<file path="src/rtl/alu_operand_regfile.sv">
// -----------------------------------------------------------------------------
// alu_operand_regfile
//   Operand/result stage around the ALU of the multicycle datapath.
//   Holds an NREG-entry register file (entry 0 reads as zero), the A/B operand
//   latches that feed ALU inputs R2/R3, and the ALUOut/carry latches that
//   capture ALU R1/c_out. Write-back data comes from the ALUOut latch or from
//   an external port. The control unit's enables do all of the sequencing;
//   there is no FSM in this block.
//
//   Optional feature macro: RF_BYPASS_EN
//     defined   - an operand latch loaded in the same cycle as a register
//                 write to the same nonzero address receives the new value.
//     undefined - that latch receives the register's old content.
//
// Ports
//   clk        in   1   system clock, all state changes on posedge
//   rst        in   1   synchronous active-high reset, overrides every enable
//   rd_addr_a  in   AW  read address for operand A
//   rd_addr_b  in   AW  read address for operand B
//   ld_ab      in   1   load R2 <= RF[rd_addr_a], R3 <= RF[rd_addr_b]
//   ld_out     in   1   load alu_out <= alu_r1, carry <= alu_c_out
//   alu_r1     in   W   ALU result
//   alu_c_out  in   1   ALU carry out
//   wr_en      in   1   register file write enable
//   wr_addr    in   AW  register file write address
//   wb_src     in   1   write-back source: 0 = alu_out latch, 1 = ext_data
//   ext_data   in   W   external write-back data
//   R2         out  W   operand A latch
//   R3         out  W   operand B latch
//   alu_out    out  W   ALUOut latch
//   carry      out  1   carry flag latch
// -----------------------------------------------------------------------------
module alu_operand_regfile #(
  parameter int W    = 16,
  parameter int NREG = 8,
  localparam int AW  = (NREG > 1) ? $clog2(NREG) : 1
) (
  input  logic          clk,
  input  logic          rst,
  input  logic [AW-1:0] rd_addr_a,
  input  logic [AW-1:0] rd_addr_b,
  input  logic          ld_ab,
  input  logic          ld_out,
  input  logic [W-1:0]  alu_r1,
  input  logic          alu_c_out,
  input  logic          wr_en,
  input  logic [AW-1:0] wr_addr,
  input  logic          wb_src,
  input  logic [W-1:0]  ext_data,
  output logic [W-1:0]  R2,
  output logic [W-1:0]  R3,
  output logic [W-1:0]  alu_out,
  output logic          carry
);

  // One extra bit so NREG itself is representable for the range check.
  localparam logic [AW:0] NREG_V = (AW + 1)'(NREG);

  logic [W-1:0] rf_r [NREG];
  logic [W-1:0] wdata_s;
  logic [W-1:0] rd_a_s;
  logic [W-1:0] rd_b_s;
  logic [W-1:0] a_next_s;
  logic [W-1:0] b_next_s;
  logic         wr_ok_s;

  // Address is a real, writable/readable register: nonzero and below NREG.
  function automatic logic addr_live(input logic [AW-1:0] addr);
    return ({1'b0, addr} < NREG_V) && (addr != {AW{1'b0}});
  endfunction

  // Write-back data select and write qualification.
  always_comb begin
    wdata_s = {W{1'b0}};
    wr_ok_s = 1'b0;
    if (wb_src) begin
      wdata_s = ext_data;
    end else begin
      wdata_s = alu_out;
    end
    if (wr_en && addr_live(wr_addr)) begin
      wr_ok_s = 1'b1;
    end else begin
      wr_ok_s = 1'b0;
    end
  end

  // Register file read ports; register 0 and out-of-range addresses read zero.
  always_comb begin
    rd_a_s = {W{1'b0}};
    rd_b_s = {W{1'b0}};
    if (addr_live(rd_addr_a)) begin
      rd_a_s = rf_r[rd_addr_a];
    end else begin
      rd_a_s = {W{1'b0}};
    end
    if (addr_live(rd_addr_b)) begin
      rd_b_s = rf_r[rd_addr_b];
    end else begin
      rd_b_s = {W{1'b0}};
    end
  end

  // Operand latch next values, with optional same-cycle write forwarding.
  always_comb begin
    a_next_s = rd_a_s;
    b_next_s = rd_b_s;
`ifdef RF_BYPASS_EN
    if (wr_ok_s && (wr_addr == rd_addr_a)) begin
      a_next_s = wdata_s;
    end else begin
      a_next_s = rd_a_s;
    end
    if (wr_ok_s && (wr_addr == rd_addr_b)) begin
      b_next_s = wdata_s;
    end else begin
      b_next_s = rd_b_s;
    end
`else
    a_next_s = rd_a_s;
    b_next_s = rd_b_s;
`endif
  end

  // All state: register file plus the four output latches.
  always_ff @(posedge clk) begin
    if (rst) begin
      for (int i = 0; i < NREG; i++) begin
        rf_r[i] <= {W{1'b0}};
      end
      R2      <= {W{1'b0}};
      R3      <= {W{1'b0}};
      alu_out <= {W{1'b0}};
      carry   <= 1'b0;
    end else begin
      if (ld_ab) begin
        R2 <= a_next_s;
        R3 <= b_next_s;
      end
      if (ld_out) begin
        alu_out <= alu_r1;
        carry   <= alu_c_out;
      end
      // wdata_s samples alu_out before this edge, so a same-edge ld_out
      // does not feed through to the register file.
      if (wr_ok_s) begin
        rf_r[wr_addr] <= wdata_s;
      end
    end
  end

endmodule

</file>
<file path="config.mk">
export PLATFORM = sky130hd
export DESIGN_NAME = alu_operand_regfile
export DESIGN_NICKNAME = d
export VERILOG_FILES = /design/src/rtl/alu_operand_regfile.sv
export SDC_FILE = /design/constraint.sdc
export NUM_CORES = 1
export LEC_CHECK = 0
export ABC_AREA = 1
export CORE_MARGIN = 2
export CORE_UTILIZATION = 55
export CTS_BUF_LIST = sky130_fd_sc_hd__clkbuf_16
export DETAILED_ROUTE_END_ITERATION = 10
export HOLD_SLACK_MARGIN = 0.05
export PLACE_DENSITY_LB_ADDON = 0.25
export SYNTH_ARGS = -nofsm -noshare
export SYNTH_HDL_FRONTEND = slang
export SYNTH_SLANG_ARGS = --single-unit
export TNS_END_PERCENT = 1
</file>
<file path="constraint.sdc">
create_clock -name clk -period 2.8 [get_ports clk]
set_input_delay 0.56 -clock clk [delete_from_list [all_inputs] [get_ports clk]]
set_output_delay 0.56 -clock clk [all_outputs]
set_load 0.005 [all_outputs]
</file>
# [Word-level counts from Yosys, hierarchy flattened]
# Memory sizes are Yosys's and may differ from the RTL's.
# Index checks and enable logic that the tools add are counted.
[word_totals] mem_bits_rw=128 word_cells=22 ff_bits=49 out_inout_bits=49 mem_count=1 in_bits=48
[mem_list] name="rf_r" words=8 word_bits=16 rd=2 rd_clocked_by_memory_dff=0 wr=8 line_no="59" text="logic [W-1:0] rf_r [NREG];"
[op_classes] mux=12 n_reduce_logical=5
[op_table] op="$mux 16" n=4
[op_table] op="$reduce_or 16->1" n=1
[op_table] op="$reduce_bool 3->1" n=3
[op_table] op="$mux 1" n=7
[op_table] op="$mux 3" n=1
[op_table] op="$logic_and 1x1->1" n=1

# [Logic depth before layout (Yosys ltp)]
# Gate-level depths: netlist (run 1).
[depth] depth_word=8 mapped_depth=9 ltp_nobuf=8

# [Worst setup path before layout (run 1)]
# No wires, ideal clock.
[synth_timing] path_type="input to register" startpoint="in wr_addr[1]" endpoint="mem rf_r[2][0], enable pin" cell_stages=7 setup_time_ns=0.363 slack_ns=0.844 arrival_time_ns=1.593 path_cell_list="inv_1 > nand2_2 > o211ai_4 > nor2_4 > nand2_2 > buf_4 > nand2_1"
[synth_rtl] item="start: declaration" line_no="47" text="input logic [AW-1:0] wr_addr,"
[synth_rtl] item="end: declaration" line_no="59"

# [Worst setup path after layout (run 1)]
[layout_timing] startpoint="in rd_addr_b[2]" endpoint="reg R3[5]"
[layout_between] elab_chain_len=2 elab_cells_between_ends=3
[layout_rtl] item="start: declaration" line_no="41" text="input logic [AW-1:0] rd_addr_b,"
[layout_rtl] item="$mem_v2 8x16 or $reduce_bool 3->1 (tied branches)"
[layout_rtl] item="$mux 16 *" line_no="97" text="if (addr_live(rd_addr_b)) begin"
[layout_rtl] item="end signal: assignment" line_no="132" text="R3 <= {W{1'b0}};"
[layout_rtl] item="end signal: assignment" line_no="138" text="R3 <= b_next_s;"
[layout_rtl] item="end: declaration" line_no="51" text="output logic [W-1:0] R3,"
# Mark *: on every way between the ends. The rest lies on a longest branch, timed or not.
# A chain may end at the register's enable or synchronous reset.

==> results of run 1 <==
-- layout make-up --
cell class / instances / area [um^2]
Clock buffer: 17 / 425
Clock inverter: 15 / 205
Fill cell: 1115 / 4260
Inverter: 57 / 214
Multi-Input combinational cell: 673 / 3040
Sequential cell: 161 / 4340
Tap cell: 180 / 225
Timing Repair Buffer: 138 / 1270
-- flip-flops by register name (all words and copies together), names as in the netlist --
signal	flops
R2	16
R3	16
alu_out	16
carry	1
rf_r	112
-- worst paths after layout --
kind | end | cells past startpoint | slack, ns | from
min reg2reg | R2[13] | 2 | 0.47 | R2[13]
max reg2reg | R2[5] | 6 | 1.59 | rf_r[2][5]
min | R2[13] | 2 | 0.47 | R2[13]
max | R3[5] | 6 | 0.69 | rd_addr_b[2]
-- cell usage after synthesis --
| cell type | n | area share [%] |
|---|---|---|
| edfxtp_1 | 112 | 42 |
| nor2_1 | 213 | 10 |
| buf_6 | 10 | 1.4 |
| buf_4 | 10 | 0.95 |
| nor2_8 | 1 | 0.25 |
| buf_1 | 1 | 0.047 |
| nor2_2 | 1 | 0.079 |
| nor2_4 | 4 | 0.57 |
| o211ai_1 | 17 | 1.6 |
| clkinv_1 | 1 | 0.047 |
| dfxtp_1 | 49 | 12 |
| nand2_1 | 219 | 10 |
| or2_2 | 1 | 0.079 |
| inv_1 | 47 | 2.2 |
| mux2i_1 | 16 | 2.0 |
| o21ai_0 | 84 | 5.3 |
| o21ai_1 | 6 | 0.38 |
| nand2_2 | 4 | 0.32 |
| o21ai_2 | 1 | 0.11 |
| a21oi_1 | 52 | 3.3 |
| nand2_4 | 4 | 0.57 |
| o211ai_4 | 1 | 0.27 |
| inv_2 | 9 | 0.43 |
| nand3_1 | 49 | 3.1 |
| buf_2 | 16 | 1.0 |
| clkbuf_1 | 16 | 0.76 |
-- worst register-to-register path: stages (launching register included) --
cell and delay [ns]:
edfxtp_1 0.40, inv_1 0.06, nor2_1 0.09, nor2_1 0.05
nor2_1 0.28, nand2_1 0.10, a21oi_1 0.15
-- metrics by stage --
stage	total power [mW]	utilization, %	cells
final	5.99	69.6	1241
after floorplan	3.15	-	944
after CTS	5.97	69.6	1241
after global routing	6.16	69.6	1241
after global placement	3.52	65.1	1209
after detailed placement	3.53	65.1	1209
-- placed cells by master, fill, tap and decap left out --
master           instances
a21oi_1                 52
buf_12                   1
buf_2                    3
buf_4                   41
bufinv_16                4
clkbuf_16               17
clkdlybuf4s50_1         93
clkinv_1                 3
clkinv_2                 1
clkinv_4                 1
clkinvlp_4               2
dfxtp_1                 49
edfxtp_1               112
inv_1                   47
inv_2                    9
inv_6                    3
inv_8                    2
mux2i_1                 16
nand2_1                219
nand2_2                  4
nand2_4                  4
nand3_1                 49
nor2_1                 213
nor2_2                   1
nor2_4                   4
nor2_8                   1
o211ai_1                17
o211ai_4                 1
o21ai_0                 84
o21ai_1                  6
o21ai_2                  1
or2_2                    1
-- power by group --
group | leakage (nW) | internal, mW | switching (mW)
sequential | 1.58 | 2.66 | 0.0906
combinational | 2.12 | 0.304 | 0.442
clock | 0.303 | 1.51 | 0.981
total | 4.00 | 4.47 | 1.51
-- cell families after synthesis --
family	count (synthesis)
buffers and inverters	110
and+or+nand+nor	496
AOI/OAI and AO/OA	161
DFF	161
muxes	16
-- metal layers --
| layer | share of wire [%] | track usage [%] | up-vias |
|---|---|---|---|
| met5 | 0 | 0 | - |
| met4 | 3.0 | 12.3 | 0 |
| met3 | 14 | 8.79 | 60 |
| met2 | 43 | 47.6 | 505 |
| met1 | 40 | 47.0 | 3202 |
| li1 | - | - | 3315 |
==> out/results.tsv, run 1 <==
metric	value	unit
CP most frequent cell	a21oi_1	
XOR/XNOR Fraction of Synth Area	0	%
row cnt	43	
slew margin rel.	53.9	%
H-Tree Depth	4	
Max IR drop VDD	429	uV
drt initial violations	918	
Synth Area in Compound Gates	10.9	%
Power Dens Cells	615	mW/mm^2
post-synthesis sequential area ratio	54.8	%
largest net degree at the start of global routing	52	
share of post-route cells with drive strength above 1	9.52	%
die height	124	um
endpoints failing hold	0	
largest family of logic cells by synthesized area	simple AND/OR/NAND/NOR gates	
clock sinks	161	
status	complete, no violations	
Slowest cell on crit path	clkdlybuf4s50_1	
Pleak	4.00	nW
synthesis-stage register bit count	161	
critical path launch point type	primary input	
Hold WS	0.468	ns
Die W	124	um
Core ar.	0.0140	mm^2
fin area	0.00973	mm^2
CTS resizes	0	
fin crit share	75.5	%
hold buffers post-CTS	0	
Synth Area in Simple Gates	25.4	%
num ports	97	
Setup TNS	0	ns
vias in the first global route	6266	
count of cell types in the netlist	26	
CP Capture Type	flop	
Hold Path Class	flop to flop	
DP Wirelength	17400	um
Placer Congestion	0.969	
syn nets	992	
Worst Skew	0.00729	ns
crit-path cells	clkdlybuf4s50_1, nor2_4, inv_1, a21oi_1, nor2_1, a21oi_1	
CTS Buf Count	17	
Arrival @ worst endpoint	2.46	ns
Top delay family on crit path	buffers and inverters	
CP peak stage delay	0.77	ns
Layout area overhead	22.7	%
First-pass DRT Iterations	6	
critical-path maximum fanout	13	
Place WS	0.341	ns
setup ws final	0.686	ns
routed vias/inst	5.71	
Clock Root Buffer	clkbuf_16	
worst-skew pair later-pin latency	0.43	ns
Synth Cell Area	0.00793	mm^2
Adder-Cell Fraction of Synth Area	0	%
gr ovfl total	0	
wire length per cell	19.5	um
Starting Density	56.7	%
clk slew on worst S/H paths	0.07	ns
first-pass GRT wire length	36300	um
CP bufs+invs	2	
Final nets	1096	
Ant. Diodes	0	
Tot GR Track Use	32.7	%
final critical-path required period	2.11	ns
initial antenna violation count	0	
DRC violations left	0	
Required @ worst endpoint	3.15	ns
Max-Cap Viols	0	
Final setup viols	0	
Final Slew Violations	0	
Clock Tree Buf Depth	2	
via count	7082	
Post-DRT Antenna Nets	0	
mux share of post-synthesis cell area	2.02	%
Post-CTS Repair Setup Buffers	0	
Routed WL	24300	um
RSZ-0062 raised after global routing	no	
post-placement cell area	0.00910	mm^2
Die Area	0.0154	mm^2
Max Fclk	473	MHz
I/O Buffers	96	
syn avg cell area	8.40	um^2
worst slew pin tran	0.690	ns
Ys Warns	0	
cells after synthesis	944	
TritonCTS clock tree	done	
critical setup path kind	primary input to flop	
Note: power is estimated with default switching activity, not from simulation.
==> inputs of run 2 (changes only) <==
Clock period 2.8 ns to 2 ns, I/O delays scaled along.
==> run 2 against run 1 <==
Effect of this change: combinational power is 47% higher; die area stayed put; hold slack got worse by 0.0053 ns; critical endpoint is now alu_out[7]; clock skew fell by 0.0018 ns.
==> out/results.tsv, run 2 (synthesized netlist as in run 1, its figures left out) <==
metric	value	unit	change
final core utilization	71.2	%	+1.6 points
Max IR drop VDD	561	uV	+31%
Hold Path Class	flop to flop		
Worst Skew	0.00548	ns	-0.00180 ns
Clock Tree Buf Depth	2		unchanged
P_int	6.04	mW	+35%
Ant. Diodes	0		unchanged
Flop pwr share	47.6	%	+1.6 points
Max-Cap Viols	0		unchanged
CP Capture Type	output port		
Routed WL	23600	um	-2.6%
Post-DRT Antenna Nets	0		unchanged
Critical Path Source	alu_out[7]		
Layout area overhead	25.5	%	
max FFs per register	112		unchanged
setup ws final	0.292	ns	-0.394 ns
drt initial violations	955		+4.0%
gr ovfl total	0		unchanged
slew margin rel.	73.5	%	+20 points
fin area	0.00995	mm^2	+2.3%
commonest non-fill, non-tap cell in the layout	nand2_1		
routed vias/inst	5.66		-0.85%
Max Fclk	586	MHz	
Final Slew Violations	0		unchanged
hold wc startpoint	R2[1]		
final critical-path required period	1.71	ns	
hold buffers post-CTS	0		unchanged
fin cells	1270		+2.3%
Place WS	-0.0423	ns	-0.383 ns
Clock Root Buffer	clkbuf_16		
largest net degree at the start of global routing	55		+5.8%
Required @ worst endpoint	1.60	ns	-1.55 ns
status	complete, no violations		
die height	124	um	unchanged
reg2reg start	rf_r[6][4]		
Clock Power Share	38.8	%	-2.7 points
worst slew pin tran	0.395	ns	-0.295 ns
first-pass GRT wire length	36300	um	about the same
wire length per cell	18.6	um	-4.8%
DRC violations left	0		unchanged
CP bufs+invs	1		-1
post-placement cell area	0.00938	mm^2	+3.1%
clock sinks	161		unchanged
CTS resizes	0		unchanged
Net Switching	2.06	mW	+36%
initial antenna violation count	0		unchanged
I/O Buffers	96		unchanged
crit-path cells	clkdlybuf4s50_1		
via count	7186		+1.5%
Power Dens Cells	814	mW/mm^2	+32%
Arrival @ worst endpoint	1.31	ns	-1.15 ns
row cnt	43		unchanged
Starting Density	56.7	%	unchanged
Slowest cell on crit path	clkdlybuf4s50_1		
share of post-route cells with drive strength above 1	11.8	%	+2.3 points
Placer Congestion	0.986		+1.8%
CP peak stage delay	0.53	ns	-0.24 ns
clk slew on worst S/H paths	0.06	ns	about the same
critical-path maximum fanout	3		-10
Hold WS	0.463	ns	-0.00529 ns
num ports	97		unchanged
worst-skew pair later-pin latency	0.42	ns	about the same
switching share of total power	25.5	%	+0.19 points
Post-CTS Repair Setup Buffers	0		unchanged
Tot GR Track Use	32.6	%	-0.20 points
CTS Buf Count	17		unchanged
vias in the first global route	6381		+1.8%
TritonCTS clock tree	done		
Top delay family on crit path	buffers and inverters		
most frequent cells in the layout	nand2_1 (219), nor2_1 (213), edfxtp_1 (112)		
H-Tree Depth	4		unchanged
critical path launch point type	flop		
Comb pwr share	13.6	%	+1.1 points
DP Wirelength	17500	um	+0.65%
Die W	124	um	unchanged
largest reg by FF count	rf_r		
Core ar.	0.0140	mm^2	unchanged
Final setup viols	0		unchanged
Final nets	1125		+2.6%
endpoints failing hold	0		unchanged
First-pass DRT Iterations	6		unchanged
critical setup path kind	flop to output port		
Setup TNS	0	ns	unchanged
Pleak	4.15	nW	+3.7%
Die Area	0.0154	mm^2	unchanged
RSZ-0062 raised after global routing	no		
fin crit share	85.4	%	
placed cell count	1238		+2.4%
Final Total Pwr	8.10	mW	+35%
[run 2: final timing paths]
path                              endpoint  slack (ns)  cells past startpoint
worst min register to register       R2[1]        0.46                      2
worst min-delay path                 R2[1]        0.46                      2
worst max register to register       R2[4]        0.82                      4
worst max-delay path            alu_out[7]        0.29                      1
[run 2: area by class of cell]
cell class	count	area [um^2]
flip-flops and latches	161	4340
fillers	1094	4040
multi-input cells	673	3040
repair buffers	167	1550
clock buffers	17	425
well taps	180	225
inverters	57	214
clock inverters	15	148
[run 2: metal layers]
layer / track usage (%) / part of all wire, % / vias up
met1: 46.6 / 41 / 3292
met5: 0 / 0 / -
li1: - / - / 3374
met4: 12.3 / 2.7 / 0
met2: 46.4 / 43 / 471
met3: 10.1 / 14 / 49
[run 2: power by group through the flow]
| stage | logic [mW] | clock network, mW | registers [mW] |
|---|---|---|---|
| 2_1_floorplan | 0.535 | 0 | 3.87 |
| 6_report | 1.10 | 3.14 | 3.86 |
| 3_3_place_gp | 1.06 | 0 | 3.91 |
| 4_1_cts | 1.09 | 3.16 | 3.85 |
| 3_5_place_dp | 1.08 | 0 | 3.92 |
| 5_1_grt | 1.20 | 3.31 | 3.86 |
==> RTL edit 1: new RTL, settings of run 1 <==
`W`: 16 -> 14.
--- a/src/rtl/alu_operand_regfile.sv
+++ b/src/rtl/alu_operand_regfile.sv
@@ -31,7 +31,7 @@
 //   carry      out  1   carry flag latch
 // -----------------------------------------------------------------------------
 module alu_operand_regfile #(
-  parameter int W    = 16,
+  parameter int W    = 14,
   parameter int NREG = 8,
   localparam int AW  = (NREG > 1) ? $clog2(NREG) : 1
 ) (
Ports: changed (5 resized); port bits go from 97 to 87. No check against the original RTL was run, so the function may have changed too.
==> RTL edit 1 against run 1 <==
Total power decreased by 11%. Sequential share of layout area is 1.4 points lower. Setup slack better by 180 ps. Critical path depth down 1. Synthesized area down 10%. Final area is 9.6% lower. Clock skew about the same. Sequential cell count fell by 20. Wire length decreased by 16%. Critical path type unchanged. Critical endpoint is now rf_r[3][6]. Largest cell class unchanged.
==> RTL edit 1: results (changes against run 1) <==
[final_layout]
drive_above_1_share=0.07426  ; was 0.09519
final_nets=1041  ; was 1096
largest-register=rf_r  ; unchanged

[global_route]
grt_pass1_vias=5813  ; was 6266
use_met2=0.4219  ; was 0.4764
use_met1=0.4397  ; was 0.4696
grt_max_degree=57  ; was 52
track_usage=0.2994  ; was 0.3275
met3_usage=0.06153  ; was 0.08791
grt_pass1_wl_um=31930  ; was 36300 um

[detailed_routing]
met3WireLength_um=2356  ; was 3314 um
wl_per_cell_um=17.16  ; was 19.55 um
drt_first_iter_violations=660  ; was 918
dr_wl_met2_um=8542  ; was 10440 um
dr_total_vias=6471  ; was 7082

[pwr]
seq_cell_power_uw=2400  ; was 2750 uW
peakVddDrop_mv=0.3999  ; was 0.4295 mV
p_int_uw=4007  ; was 4473 uW
leakagePower_uw=0.003874  ; was 0.004003 uW
p_seq_frac=0.448  ; was 0.460

[synth]
synth_compound_gate_area_share=0.05972  ; was 0.1095
synth_commonest_cells=289 x nand2_1, 149 x nor2_1, 98 x edfxtp_1  ; was 219 x nand2_1, 213 x nor2_1, 112 x edfxtp_1
synth_area_per_cell_um2=7.853  ; was 8.403 um2
synth.top_cell.area_share=0.4131  ; was 0.4240
yosys.cell_types.count=23  ; was 26

[outcome]
status=finished clean  ; unchanged

[critical_path]
cp.arrival_ps=1990  ; was 2460 ps
slowest_delay_ps=490  ; was 770 ps
slowest_stage=nand2_1  ; was clkdlybuf4s50_1

[placed_design]
dp_cells=1150  ; was 1209
io_buffers=86  ; was 96
place_congestion=0.9938  ; was 0.9687
place_hpwl_um=14420  ; was 17410 um
placedInstanceArea_um2=8197  ; was 9100 um2

[sta]
finClkSkew_ps=7.316  ; was 7.287 ps
relSlewSlack=0.5910  ; was 0.5386

RTL edit 1: cell types whose count changed after synthesis, sizes merged, moves of 2 or more:
cell	before	now
nor2	219	153
nand2	227	289
o21ai	91	43
nand3	49	83
inv	56	88
o211ai	18	0
edfxtp	112	98
a21oi	52	42
dfxtp	49	43
clkbuf	16	12
nand4	0	3
nor3	0	3
mux2i	16	14
RTL edit 1: path summary, 6_finish.rpt:
| kind | startpoint | endpoint | slack [ps] |
|---|---|---|---|
| setup / recovery | wr_addr[0] | rf_r[3][6] | 870 |
| hold / removal | alu_out[9] | alu_out[9] | 530 |
| setup reg to reg | rf_r[5][6] | R2[6] | 1700 |
| hold reg to reg | alu_out[9] | alu_out[9] | 530 |
RTL edit 1: area by class of cell:
class                   instances  area (um2)
clock buffers                  17       425.4
fillers                      1024        3827
clock inverters                15       170.2
repair buffers                119        1121
inverters                      88       332.8
multi-input cells             630        2724
flip-flops and latches        141        3804
well taps                     172       215.2
==> RTL edit 2: new RTL, config.mk and constraints of run 1 <==
Without the edit above. Make the reset (`rst`) asynchronous in one clocked block. Comments in the files are not updated.
--- a/src/rtl/alu_operand_regfile.sv
+++ b/src/rtl/alu_operand_regfile.sv
@@ -123,7 +123,7 @@
   end
 
   // All state: register file plus the four output latches.
-  always_ff @(posedge clk) begin
+  always_ff @(posedge clk or posedge rst) begin
     if (rst) begin
       for (int i = 0; i < NREG; i++) begin
         rf_r[i] <= {W{1'b0}};
Behaviour: differs if rst is asserted again (counterexample within 4 cycles, from zero or initial values and one cycle with rst high); with rst held inactive, the same outputs for 4 cycles.
==> RTL edit 2 against run 1 <==
Count of clock-buffer cells in the layout did not move. Final cell count rose by 9.7%. Wire length fell by 4.7%. Core utilization fell by 1.5 points. Synthesized area rose by 4.7%. Sequential cell count did not move. Final area rose by 2.5%. Global-route usage fell by 2.8 points. Setup slack improved by 130 ps. Total power rose by 14%. Combinational power rose by 100%. Largest cell class unchanged. Highest routed layer unchanged.
==> RTL edit 2: results (changes against run 1) <==
[sta]
finClkSkew_ps=7.906  ; was 7.287 ps
holdWs_ps=474.1  ; was 468.3 ps
layout_setup_ws_ps=815.0  ; was 685.7 ps
max_slew.worst_pin.slew_ps=1047  ; was 689.9 ps

[placed_design]
io_buffers=96  ; unchanged
place_hpwl_um=15220  ; was 17410 um
placedInstanceArea_um2=9423  ; was 9100 um2
pre_cts_ws_ps=427.4  ; was 341.0 ps
dp_cells=1330  ; was 1209
place_congestion=0.9598  ; was 0.9687

[synth]
synth_commonest_cells=463 x nand2_1, 161 x dfrtp_1, 154 x nand3_1  ; was 219 x nand2_1, 213 x nor2_1, 112 x edfxtp_1
synth_area_per_cell_um2=7.614  ; was 8.403 um2
yosys.cell_types.count=21  ; was 26
synth_compound_gate_area_share=0.06387  ; was 0.1095
ys_seq_area_frac=0.4850  ; was 0.5476
synthFlopType=dfrtp_1  ; was edfxtp_1
async_flop_share=1.000  ; was 0
synth_area_leaders=dfrtp_1 49%, nand2_1 21%, nand3_1 9.3%, mux2_2 4.6%, o21ai_0 3.4%  ; was edfxtp_1 42%, dfxtp_1 12%, nand2_1 10%, nor2_1 10%, o21ai_0 5.3%
yosysWarnings=0  ; unchanged
synthMuxAreaShare=0.06371  ; was 0.02019

[pwr]
leakagePower_uw=0.004786  ; was 0.004003 uW
peakVddDrop_mv=0.4911  ; was 0.4295 mV
netSwitchingFraction=0.3048  ; was 0.2527

[detailed_routing]
m1WireLength_um=10180  ; was 9780 um
drt_first_iter_violations=1190  ; was 918
vias_per_cell=5.682  ; was 5.707
wl_per_cell_um=16.99  ; was 19.55 um
dr_wl_met2_um=9909  ; was 10440 um
met3WireLength_um=2627  ; was 3314 um

[min_path]
min_from=R2[9]  ; was R2[13]
min_to=R2[9]  ; was R2[13]

[global_route]
use_met1=0.4370  ; was 0.4696
grt_pass1_wl_um=37870  ; was 36300 um
use_met2=0.4431  ; was 0.4764
met3_usage=0.08182  ; was 0.08791
track_usage=0.3000  ; was 0.3275
grt_max_degree=50  ; was 52
grt_pass1_vias=7254  ; was 6266

[final_layout]
largest_reg_flops=112  ; unchanged
final_nets=1213  ; was 1096
drive_above_1_share=0.08411  ; was 0.09519
fin_cells=1361  ; was 1241

[critical_path]
cp.arrival_ps=2300  ; was 2460 ps
path_delay_family=simple AND/OR/NAND/NOR gates  ; was buffers and inverters
crit_end=rf_r[23]  ; was R3[5]
slowest_delay_ps=530  ; was 770 ps
r2r-end=rf_r[3]  ; was R2[5]
rrSetupSlack_ps=1320  ; was 1590 ps
reg2reg_depth=3  ; was 6
r2r_start=alu_out[3]  ; was rf_r[2][5]
slowest_stage=nor2_4  ; was clkdlybuf4s50_1
crit_fanout=19  ; was 13
startpoint=wr_en  ; was rd_addr_b[2]

[clock_network]
clockBufferDepth=2  ; unchanged

[outcome]
status=finished clean  ; unchanged

-- RTL edit 2: cell count changes after synthesis, moves of 28 or more --
cell	run 1	this run
a21oi_1	52	6
dfrtp_1	0	161
dfxtp_1	49	0
edfxtp_1	112	0
mux2_2	0	34
nand2_1	219	463
nand3_1	49	154
nor2_1	213	4
o21ai_0	84	56
o21ai_1	6	44
-- RTL edit 2: final cells by class --
cell class / instances / area (um2)
fillers: 1216 / 4671
flip-flops and latches: 161 / 4029
multi-input cells: 787 / 3689
repair buffers: 120 / 1179
clock buffers: 17 / 425.4
inverters: 78 / 296.5
well taps: 184 / 230.2
clock inverters: 14 / 125.1
-- RTL edit 2: power groups by stage --
stage	Combinational, uW	Sequential [uW]	Clock (uW)
floorplan	938	3040	0
global placement	1440	3100	0
detailed placement	1470	3120	0
CTS	1480	3080	2230
global route	1680	3140	2320
finish	1490	3100	2210
